**config.mk**
```make
export PLATFORM = sky130hd
export DESIGN_NAME = sram_bridge
export DESIGN_NICKNAME = d
export VERILOG_FILES = /design/src/rtl/sram_bridge_pkg.sv /design/src/rtl/sram_bridge.sv
export SDC_FILE = /design/constraint.sdc
export NUM_CORES = 1
export LEC_CHECK = 0
export ABC_CLOCK_PERIOD_IN_PS = 2400
export CAP_MARGIN = 20
export CORE_ASPECT_RATIO = 1.75
export CORE_MARGIN = 2
export CORE_UTILIZATION = 40
export DETAILED_ROUTE_END_ITERATION = 16
export DONT_BUFFER_PORTS = 1
export PLACE_DENSITY = 0.55
export SLEW_MARGIN = 40
export SYNTH_ARGS = -nofsm -noshare
export SYNTH_HDL_FRONTEND = slang
export SYNTH_SLANG_ARGS = --single-unit
export TNS_END_PERCENT = 20
```
**constraint.sdc**
```tcl
create_clock -name clock -period 2.4 [get_ports clock]
set_input_delay 0.24 -clock clock [delete_from_list [all_inputs] [get_ports clock]]
set_output_delay 0.24 -clock clock [all_outputs]
set_load 0.005 [all_outputs]
```
**src/rtl/sram_bridge_pkg.sv**
```systemverilog
// Shared definitions for the test-vector bus to asynchronous SRAM bridge:
// FSM state encoding and default geometry/timing.
package sram_bridge_pkg;

  typedef enum logic [2:0] {
    IDLE     = 3'd0,
    RD_ACC   = 3'd1,
    RD_DONE  = 3'd2,
    WR_SETUP = 3'd3,
    WR_PULSE = 3'd4,
    WR_HOLD  = 3'd5
  } state_t;

  localparam int unsigned DEF_ADDR_WIDTH     = 20;
  localparam int unsigned DEF_DATA_WIDTH     = 16;
  localparam int unsigned DEF_RD_WAIT        = 2;
  localparam int unsigned DEF_WR_WAIT        = 2;
  localparam int unsigned DEF_WAIT_CNT_WIDTH = 4;

endpackage

```
**src/rtl/sram_bridge.sv**
```systemverilog
// Single-outstanding bridge from the test controller bus to a 16-bit asynchronous
// SRAM with fixed read/write wait timing; every SRAM-facing pin is registered.
module sram_bridge
  import sram_bridge_pkg::*;
#(
  parameter int unsigned ADDR_WIDTH     = DEF_ADDR_WIDTH,
  parameter int unsigned DATA_WIDTH     = DEF_DATA_WIDTH,
  parameter int unsigned RD_WAIT        = DEF_RD_WAIT,
  parameter int unsigned WR_WAIT        = DEF_WR_WAIT,
  parameter int unsigned WAIT_CNT_WIDTH = DEF_WAIT_CNT_WIDTH,
  localparam int unsigned BE_WIDTH      = DATA_WIDTH / 8
) (
  input  logic                  clock,
  input  logic                  reset,
  input  logic [ADDR_WIDTH-1:0] address,
  input  logic [BE_WIDTH-1:0]   byteenable,
  input  logic                  read,
  input  logic                  write,
  input  logic [DATA_WIDTH-1:0] writedata,
  output logic                  waitrequest,
  output logic [DATA_WIDTH-1:0] readdata,
  output logic                  readdataready,
  output logic [ADDR_WIDTH-1:0] sram_addr,
  input  logic [DATA_WIDTH-1:0] sram_dq_in,
  output logic [DATA_WIDTH-1:0] sram_dq_out,
  output logic                  sram_dq_oe,
  output logic                  sram_ce_n,
  output logic                  sram_oe_n,
  output logic                  sram_we_n,
  output logic                  sram_ub_n,
  output logic                  sram_lb_n
);

  localparam logic [WAIT_CNT_WIDTH-1:0] RD_LOAD = WAIT_CNT_WIDTH'(RD_WAIT - 1);
  localparam logic [WAIT_CNT_WIDTH-1:0] WR_LOAD = WAIT_CNT_WIDTH'(WR_WAIT - 1);
  localparam logic [WAIT_CNT_WIDTH-1:0] CNT_ONE = WAIT_CNT_WIDTH'(1);

  state_t                    state, state_next;
  logic [WAIT_CNT_WIDTH-1:0] cnt, cnt_next;
  logic [BE_WIDTH-1:0]       be_q, be_next;
  logic [DATA_WIDTH-1:0]     rd_mask;
  logic                      ce_n_next, oe_n_next, we_n_next, ub_n_next, lb_n_next;
  logic                      dq_oe_next;
  logic                      rd_sample;

  // Decoded from registered state only; reset forces the bus to stall.
  assign waitrequest = reset | (state != IDLE);
  assign rd_sample   = (state == RD_ACC) && (cnt == '0);

  always_comb begin
    state_next = state;
    cnt_next   = cnt;
    be_next    = be_q;
    unique case (state)
      IDLE: begin
        // A simultaneous read and write services the write only.
        if (write) begin
          state_next = WR_SETUP;
          be_next    = byteenable;
        end else if (read) begin
          state_next = RD_ACC;
          cnt_next   = RD_LOAD;
          be_next    = byteenable;
        end
      end
      RD_ACC: begin
        if (cnt == '0) state_next = RD_DONE;
        else           cnt_next   = cnt - CNT_ONE;
      end
      RD_DONE:  state_next = IDLE;
      WR_SETUP: begin
        state_next = WR_PULSE;
        cnt_next   = WR_LOAD;
      end
      WR_PULSE: begin
        if (cnt == '0) state_next = WR_HOLD;
        else           cnt_next   = cnt - CNT_ONE;
      end
      WR_HOLD:  state_next = IDLE;
      default:  state_next = IDLE;
    endcase
  end

  // Pin values are computed for the state being entered so they can be registered.
  always_comb begin
    ce_n_next  = 1'b1;
    oe_n_next  = 1'b1;
    we_n_next  = 1'b1;
    ub_n_next  = 1'b1;
    lb_n_next  = 1'b1;
    dq_oe_next = 1'b0;
    unique case (state_next)
      RD_ACC: begin
        ce_n_next = 1'b0;
        oe_n_next = 1'b0;
        ub_n_next = ~be_next[BE_WIDTH-1];
        lb_n_next = ~be_next[0];
      end
      WR_SETUP, WR_HOLD: begin
        ce_n_next  = 1'b0;
        dq_oe_next = 1'b1;
        ub_n_next  = ~be_next[BE_WIDTH-1];
        lb_n_next  = ~be_next[0];
      end
      WR_PULSE: begin
        ce_n_next  = 1'b0;
        we_n_next  = 1'b0;
        dq_oe_next = 1'b1;
        ub_n_next  = ~be_next[BE_WIDTH-1];
        lb_n_next  = ~be_next[0];
      end
      default: begin
        ce_n_next = 1'b1;
      end
    endcase
  end

  always_comb begin
    rd_mask = '0;
    for (int unsigned i = 0; i < BE_WIDTH; i++) begin
      rd_mask[i*8 +: 8] = {8{be_q[i]}};
    end
  end

  always_ff @(posedge clock) begin
    if (reset) begin
      state         <= IDLE;
      cnt           <= '0;
      be_q          <= '0;
      sram_addr     <= '0;
      sram_dq_out   <= '0;
      readdata      <= '0;
      readdataready <= 1'b0;
      sram_dq_oe    <= 1'b0;
      sram_ce_n     <= 1'b1;
      sram_oe_n     <= 1'b1;
      sram_we_n     <= 1'b1;
      sram_ub_n     <= 1'b1;
      sram_lb_n     <= 1'b1;
    end else begin
      state         <= state_next;
      cnt           <= cnt_next;
      be_q          <= be_next;
      readdataready <= (state_next == RD_DONE);
      sram_dq_oe    <= dq_oe_next;
      sram_ce_n     <= ce_n_next;
      sram_oe_n     <= oe_n_next;
      sram_we_n     <= we_n_next;
      sram_ub_n     <= ub_n_next;
      sram_lb_n     <= lb_n_next;
      if ((state == IDLE) && (read || write)) sram_addr   <= address;
      if ((state == IDLE) && write)           sram_dq_out <= writedata;
      if (rd_sample)                          readdata    <= sram_dq_in & rd_mask;
    end
  end

endmodule
```
==> results of run 1 <==
metal layers:
metal  global-route usage, %  up-vias  routed length [um]
met1                    18.8      922                2390
li1                        -     1027                   -
met5                       0        -                   0
met2                    27.9       90                2870
met3                    5.50       12                 491
met4                    13.6        0                 211
state kept, by name, summed over array words and instances (netlist names):
signal	cells
sram_lb_n	1
cnt	4
sram_dq_out	16
sram_ub_n	1
sram_ce_n	1
sram_dq_oe	1
sram_oe_n	1
sram_addr	20
be_q	2
state	3
readdata	16
readdataready	1
sram_we_n	1
synthesized netlist by cell type (all sizes together), types with 2 or more instances:
master	instances
and2	3
nor3	5
buf	10
a21oi	58
clkbuf	12
inv	6
nand2	95
o32ai	2
o21a	3
or3	3
nand3	21
mux2i	3
nor2	4
nor2b	2
o21ai	4
dfxtp	68
final timing paths:
kind / end / slack, ps
worst min register to register: sram_dq_out[2] / 470
worst max-delay path: readdata[14] / 410
worst min-delay path: cnt[2] / 20
worst max register to register: readdata[14] / 410
power by group through the flow:
stage / sequential [mW] / combinational (mW) / clock [mW]
after global routing: 1.40 / 0.629 / 1.03
final: 1.38 / 0.554 / 0.936
after floorplan: 1.35 / 0.517 / 0
after global placement: 1.41 / 0.532 / 0
after detailed placement: 1.41 / 0.543 / 0
after CTS: 1.38 / 0.566 / 0.971
repair_timing:
action	CTS	global route
endpoints found under the hold margin	59	0
setup buffers	0	0
hold buffers	2	0
area by class of cell:
class,instances,area (um^2),area share (%)
Timing Repair Buffer,5,60.1,2.13
Sequential cell,68,1360,48.3
Clock inverter,4,48.8,1.73
Multi-Input combinational cell,216,1080,38.2
Inverter,6,22.5,0.799
Tap cell,80,100,3.55
Clock buffer,11,151,5.37
logic make-up after synthesis:
| logic type | after synthesis | synth area share [%] |
|---|---|---|
| AO/OA/AOI/OAI | 72 | 15.4 |
| XOR/XNOR | 1 | 0.338 |
| adder cells (fa/ha/maj) | 1 | 0.483 |
| buffers and inverters | 28 | 5.85 |
| flip-flops | 68 | 52.6 |
| multiplexers | 3 | 1.16 |
| AND/OR/NAND/NOR | 139 | 24.2 |
layout by cell type, fill, tap and decap left out, types with 2 or more instances in the layout:
master,instances
a21oi_1,58
or3_1,3
nand3_1,21
o32ai_1,2
nor2_1,4
buf_4,3
and2_1,3
clkbuf_8,11
inv_1,6
nor2b_1,2
o21ai_0,2
o21a_1,3
clkinv_2,2
nor3_1,3
mux2i_1,3
nand2_1,95
dfxtp_1,68
o21ai_1,2
per-stage QoR:
| stage | cells | area [um^2] | total power [mW] |
|---|---|---|---|
| final | 390 | 2820 | 2.87 |
| after global routing | 390 | 2820 | 3.05 |
| after CTS | 390 | 2820 | 2.92 |
| after detailed placement | 373 | 2580 | 1.95 |
| after global placement | 373 | 2580 | 1.94 |
| after floorplan | 312 | 2590 | 1.87 |
==> flow_metrics.tcl, run 1 <==
set metrics [dict create \
    drtAntennaViolNets 0 \
    slew_headroom_pct 59.5 \
    required_ps 2670 \
    syn_nets 371 \
    tns_ps 0 \
    hold_viol_final 0 \
    gp_congestion 0.815 \
    row_count 38 \
    hold_ws_ps 20.7 \
    crit_start "cnt[0]" \
    cp.buffers_inverters 1 \
    cts_max_level 3 \
    drcViolationCount 0 \
    clockBufferDepth 2 \
    hold_depth 1 \
    p_clk_share_pct 32.6 \
    p_sw_uw 874 \
    io_pins 118 \
    synth_edf_count 0 \
    synthFlopType "dfxtp_1" \
    ys_async_sr_fraction_pct 0 \
    crit_chain "inv_1, ha_1, or3b_1, nor3_4, nand3_1, a21oi_1" \
    critical_path.slowest_cell "nor3_4" \
    cts_sinks 68 \
    cts_tree "built" \
    nets 365 \
    overflow 0 \
    max_freq_mhz 504 \
    core_area_um2 6230 \
    first_global_vias 2019 \
    worstSkewPairLatency_ps 330 \
    vias 2051 \
    ys_types 34 \
    vias_per_cell 5.26 \
    p_comb_share_pct 19.3 \
    drv_slew 0 \
    dp_slack_ps 409 \
    outcome "complete, no violations" \
    rsz0062_at_grt "false" \
    min_period_over_period_pct 82.7 \
    syn_area_per_cell_um2 8.30 \
    final_layout_size_suffix_gt1_share_pct 8.06 \
    synth_top_area_share_pct 52.6 \
    fin_crit_ps 1990 \
    hold_class "in2reg" \
    initial_utilization_pct 41.6 \
    cp-end-kind "register" \
    internal_power_mw 1.99 \
    ys_seq_area_share_pct 52.6 \
    path_depth 6 \
    synth_cells 312 \
    ys_warn_count 0 \
    port-buffer-count 0 \
    drtIter0Drc 94 \
    setup_viol_count_final 0 \
    irDropWorstVdd_mv 0.426 \
    utilization_pct 45.3 \
    diodes 0 \
    max-cap-violations 0 \
    synth_largest_area_cell "dfxtp_1" \
    critPathTopFamily "simple AND/OR/NAND/NOR gates" \
    die_y_um 110 \
    syn_area_um2 2590 \
    cts_resized 0 \
    drt-total-wl_mm 5.96 \
    tightest_slew_ps 606 \
    root_buffer "clkbuf_8" \
    p_sw_share_pct 30.5 \
    antenna_found_initial 0 \
    hold_start "reset" \
    finClkSkew_ps 4.61 \
    dr.pass1.iters 5 \
    worstReg2RegStart "cnt[0]" \
    grt_pass1_wl_mm 9.70 \
    syn_to_final_growth_pct 8.94 \
    p_leak_nw 1.03 \
    path_clk_slew_ps 70 \
    critical_path_class "reg2reg" \
    cp_max_fo 16 \
    die_w_um 64.8 \
    worst_slack_ps 414 \
    die_area_um2 7160 \
    wire_per_inst_um 15.3 \
    dp_hpwl_mm 4.09 \
    fillCellCount 642 \
    synth_area_leaders "dfxtp_1 (53%), nand2_1 (14%), a21oi_1 (11%)" \
    grtUsageTotal_pct 17.6 \
    grt_max_degree 60 \
    ys_seq_elements 68 \
    cts_buffers 9 \
    arrival_ps 2250 \
    slowest_delay_ps 510 \
    power.density_nw_per_um2 1020 \
    r2r_cells 6 \
    critPathLaunchType "register" \
    seq_power_share_pct 48.1 \
]
(Power assumes the default switching activity.)
==> run 2: changes to the inputs <==
Settings changed: ABC_CLOCK_PERIOD_IN_PS 2400 to 1700, PLACE_DENSITY 0.55 to 0.57.
Clock period 2.4 ns to 1.7 ns, I/O delays scaled along.
==> run 2 against run 1 <==
Against the previous run: via count rose by 12%; design area rose by 20%; first-iteration DRC count rose by 50%; worst hold slack got worse by 7.5 ps; sequential share of layout area fell by 8.2 points; sequential cell count did not move; wire length rose by 14%; highest routed layer unchanged.
==> flow_metrics.tcl, run 2 (synthesis results as in run 1) <==
set metrics [dict create \
    outcome "complete, no violations" \
    grt_pass1_wl_mm 10.7 \
    die_w_um 64.8 \
    initial_utilization_pct 41.6 \
    utilization_pct 54.5 \
    rsz0062_at_grt "true" \
    io_pins 118 \
    dp_slack_ps -9.43 \
    p_leak_nw 1.27 \
    wl_met2_mm 3.62 \
    clockBufferDepth 2 \
    dp_hpwl_mm 4.25 \
    critical_path_class "reg2reg" \
    worstSkewPairLatency_ps 330 \
    row_count 38 \
    hold_class "in2reg" \
    hold_viol_final 0 \
    slew_headroom_pct 68.4 \
    most-common-layout-cells "nand2_1 (95), dfxtp_1 (68), a21oi_1 (58)" \
    port-buffer-count 0 \
    vias 2295 \
    drv_slew 0 \
    tns_ps 0 \
    worst_slack_ps 50.8 \
    postCtsSetupRepairBufs 0 \
    grtUsageTotal_pct 19.0 \
    tightest_slew_ps 470 \
    cts_sinks 68 \
    diodes 0 \
    fin_crit_ps 1650 \
    setup_viol_count_final 0 \
    largest_register_ff_count 20 \
    grt_max_degree 66 \
    required_ps 1940 \
    nets 420 \
    wire_per_inst_um 15.2 \
    cts_tree "built" \
    postLayoutCellArea_um2 3400 \
    critical_path.slowest_cell "dfxtp_1" \
    cts_buffers 9 \
    placed_area_um2 2660 \
    max_freq_mhz 606 \
    final_common_cell "nand2_1" \
    die_area_um2 7160 \
    dr.pass1.iters 4 \
    hold_ws_ps 13.3 \
    slowest_delay_ps 310 \
    antenna_found_initial 0 \
    drtIter0Drc 141 \
    cp_max_fo 4 \
    drcViolationCount 0 \
    reg.largest.list "sram_addr (20), readdata (16), sram_dq_out (16)" \
    cp-end-kind "register" \
    vias_per_cell 5.15 \
    die_y_um 110 \
    path_clk_slew_ps 70 \
    power.density_nw_per_um2 1290 \
    gp_congestion 0.854 \
    regMostFlops "sram_addr" \
    arrival_ps 1890 \
    fillCellCount 560 \
    m1WireLength_mm 2.58 \
    syn_to_final_growth_pct 31.2 \
    min_period_over_period_pct 97.0 \
    first_global_vias 2290 \
    critPathLaunchType "register" \
    placedCellCount 381 \
    wl_met3_um 462 \
    totalPowerFinal_mw 4.39 \
    irDropWorstVdd_mv 0.649 \
    top_layer "met4" \
    cts_max_level 3 \
    root_buffer "clkbuf_8" \
    drtAntennaViolNets 0 \
    overflow 0 \
    final_layout_size_suffix_gt1_share_pct 10.1 \
    crit_chain "inv_1, ha_1, buf_4, nor4b_4, a2bb2oi_2, a22oi_1, o32ai_1" \
    drt-total-wl_mm 6.79 \
    max-cap-violations 0 \
    finClkSkew_ps 11.1 \
    core_area_um2 6230 \
    instances_no_fill 446 \
]
[run 2: worst max-delay path: cells and delay by family, from the launching register on]
kind	cells	cell delay (ps)
AOI/OAI and AO/OA	3	610
buffers and inverters	2	190
DFF	1	310
adders and majority gates	1	150
and+or+nand+nor	1	290
[run 2: path summary, 6_finish.rpt]
kind | slack, ps | cells after the start | startpoint | end
worst max-delay path | 50 | 7 | cnt[1] | cnt[3]
worst min-delay path | 10 | 2 | sram_dq_in[9] | readdata[9]
worst max register to register | 50 | 7 | cnt[1] | cnt[3]
worst min register to register | 480 | 2 | sram_dq_out[1] | sram_dq_out[1]
[run 2: area by class of cell]
class / instances / area, um^2 / share of cell area [%]
clock buffers: 10 / 138 / 4.05
clock inverters: 6 / 87.6 / 2.58
inverters: 6 / 22.5 / 0.663
multi-input cells: 216 / 1080 / 31.9
flip-flops and latches: 68 / 1360 / 40.1
well taps: 80 / 100 / 2.95
repair buffers: 60 / 603 / 17.8
[run 2: timing repair]
| item | 4_1_cts | 5_1_grt |
|---|---|---|
| endpoints found under the hold margin | 66 | 0 |
| endpoints found under the setup margin | 1 | 34 |
| pin swaps | 0 | 1 |
| hold buffers | 49 | 0 |
| gates resized for setup | 1 | 2 |
[run 2: power by group]
part	internal, mW	switching (mW)	leakage, nW	total, mW
Combinational	0.448	0.554	0.608	1.00
Clock	0.863	0.597	0.105	1.46
Sequential	1.78	0.156	0.556	1.93
Total	3.09	1.31	1.27	4.39
[run 2: routing by layer]
layer / track usage (%) / vias to the layer above
met4: 7.94 / 0
met1: 19.3 / 1059
met2: 34.8 / 89
met3: 5.50 / 10
li1: - / 1137
met5: 0 / -
==> run 3: changes to the inputs <==
Settings changed: PLACE_DENSITY 0.57 to not set, PLACE_DENSITY_LB_ADDON set to 0.25.
==> run 3 against run 2 <==
Against the previous run: register-to-register slack gained 30 ps; sequential share of layout area down 0.21 points; power is 6.8% lower; cell count rose by 1.8%; first-iteration DRC count down 47%; clock-buffer cell count rose by 4.
==> flow_metrics.tcl, run 3 (synthesis results as in run 1) <==
set metrics [dict create \
    outcome "complete, no violations" \
    fillCellCount 560 \
    nets 428 \
    p_leak_nw 1.28 \
    worstReg2RegStart "cnt[0]" \
    grt_max_degree 67 \
    dp_slack_ps 7.61 \
    power.density_nw_per_um2 1200 \
    crit_chain "inv_2, ha_2, or3b_4, nor3_4, buf_12, nand3_1, a21oi_2" \
    cts_max_level 3 \
    r2r_cells 7 \
    drv_slew 0 \
    grt_pass1_wl_mm 10.8 \
    gp_congestion 0.850 \
    critical_path.slowest_cell "or3b_4" \
    first_global_vias 2343 \
    wire_per_inst_um 15.1 \
    min_period_over_period_pct 95.4 \
    initial_utilization_pct 41.6 \
    most-common-layout-cells "nand2_1 (95), dfxtp_1 (66), a21oi_1 (56)" \
    worstSkewPairLatency_ps 340 \
    diodes 0 \
    syn_to_final_growth_pct 32.1 \
    rrSetupSlack_ps 80 \
    grtUsageTotal_pct 19.4 \
    hold_class "in2reg" \
    die_area_um2 7160 \
    core_area_um2 6230 \
    irDropWorstVdd_mv 0.613 \
    drcViolationCount 0 \
    dr.pass1.iters 4 \
    cp_max_fo 16 \
    hold_depth 2 \
    die_y_um 110 \
    multiInputGateArea_um2 1100 \
    final_layout_size_suffix_gt1_share_pct 11.8 \
    slowest_delay_ps 410 \
    reg.largest.list "sram_addr (20), readdata (16), sram_dq_out (16)" \
    critical_path_class "reg2reg" \
    worst_slack_ps 78.9 \
    cts_sinks 68 \
    utilization_pct 54.9 \
    largest_register_ff_count 20 \
    drt-total-wl_mm 6.85 \
    max-cap-violations 0 \
    arrival_ps 1900 \
    holdPathEnd "be_q[1]" \
    hold_viol_final 0 \
    row_count 38 \
    ff_latch_area_um2 1360 \
    cp-end-kind "register" \
    hold_start "byteenable[1]" \
    dp_hpwl_mm 4.31 \
    drtAntennaViolNets 0 \
    drtIter0Drc 75 \
    top_layer "met4" \
    port-buffer-count 0 \
    max_freq_mhz 617 \
    regMostFlops "sram_addr" \
    wl_met3_um 549 \
    required_ps 1970 \
    root_buffer "clkbuf_8" \
    hold_ws_ps 21.6 \
    path_clk_slew_ps 70 \
    final_common_cell "nand2_1" \
    rr_endpoint "readdata[7]" \
    die_w_um 64.8 \
    overflow 0 \
    antenna_found_initial 0 \
    io_pins 118 \
    setup_viol_count_final 0 \
    finClkSkew_ps 9.20 \
    tightest_slew_ps 449 \
    vias 2314 \
    slew_headroom_pct 69.8 \
    critPathLaunchType "register" \
    fin_crit_ps 1620 \
    rsz0062_at_grt "true" \
    vias_per_cell 5.10 \
    m1WireLength_mm 2.52 \
    clockBufferDepth 2 \
    cts_buffers 9 \
    cts_tree "built" \
    wl_met2_mm 3.55 \
]
==> run 3: cell types whose count changed in the layout (fill, tap and decap cells not counted), moves of 2 or more <==
cell / before / now
bufinv_16: 2 / 0
inv_1: 6 / 4
a21oi_1: 58 / 56
clkbuf_1: 0 / 4
inv_2: 0 / 2
clkinvlp_4: 3 / 0
buf_4: 10 / 14
dfxtp_2: 0 / 2
dlygate4sd3_1: 48 / 52
dfxtp_1: 68 / 66
a21oi_2: 0 / 2
==> run 3: how the worst max path moves through the flow <==
stage | startpoint | endpoint | slack (ps) | depth (start not counted)
2_1_floorplan | cnt[0] | readdata[10] | 10 | 8
3_3_place_gp | cnt[1] | cnt[3] | 50 | 6
3_5_place_dp | cnt[1] | cnt[3] | 8 | 6
4_1_cts | cnt[0] | state[0] | 40 | 7
5_1_grt | cnt[0] | state[0] | -30 | 7
6_report | cnt[0] | readdata[7] | 80 | 7
==> run 3: per-layer routing <==
| layer | GRT usage, % | up-vias |
|---|---|---|
| li1 | - | 1151 |
| met4 | 12.2 | 0 |
| met5 | 0 | - |
| met2 | 32.9 | 105 |
| met1 | 19.0 | 1040 |
| met3 | 7.94 | 18 |
==> run 3: stage by stage <==
stage | setup TNS (ps) | power (mW) | area [um^2] | std cells
finish | 0 | 4.10 | 3420 | 454
global placement | 0 | 2.83 | 2670 | 383
floorplan | 0 | 2.63 | 2590 | 312
global route | -196 | 4.36 | 3420 | 454
CTS | 0 | 4.12 | 3380 | 452
detailed placement | 0 | 2.85 | 2670 | 383
==> run 3: power by group <==
group,internal [mW],leakage [nW],switching [mW]
Combinational,0.486,0.642,0.561
Clock,0.566,0.0844,0.543
Sequential,1.78,0.557,0.161
==> run 3: worst max-delay path, delay by kind of cell, from the launching register on <==
family / cells / cell delay (ps)
AND/OR/NAND/NOR: 3 / 680
flip-flops: 1 / 320
buffers and inverters: 2 / 220
adder cells (fa/ha/maj): 1 / 170
AO/OA/AOI/OAI: 1 / 160
==> run 3: area by class of cell <==
cell class / count / share of cell area [%]
sequential: 68 / 39.9
inverter: 6 / 0.659
timing repair buffer: 68 / 19.7
clock buffer: 14 / 4.46
tap: 80 / 2.93
clock inverter: 2 / 0.293
multi-input combinational: 216 / 32.1
==> run 3: timing repair <==
action                     in CTS  in global routing
setup buffers                   0                  2
setup endpoints to repair       1                 22
gates resized for setup         1                 10
hold endpoints to repair       66                  0
hold buffers                   53                  0
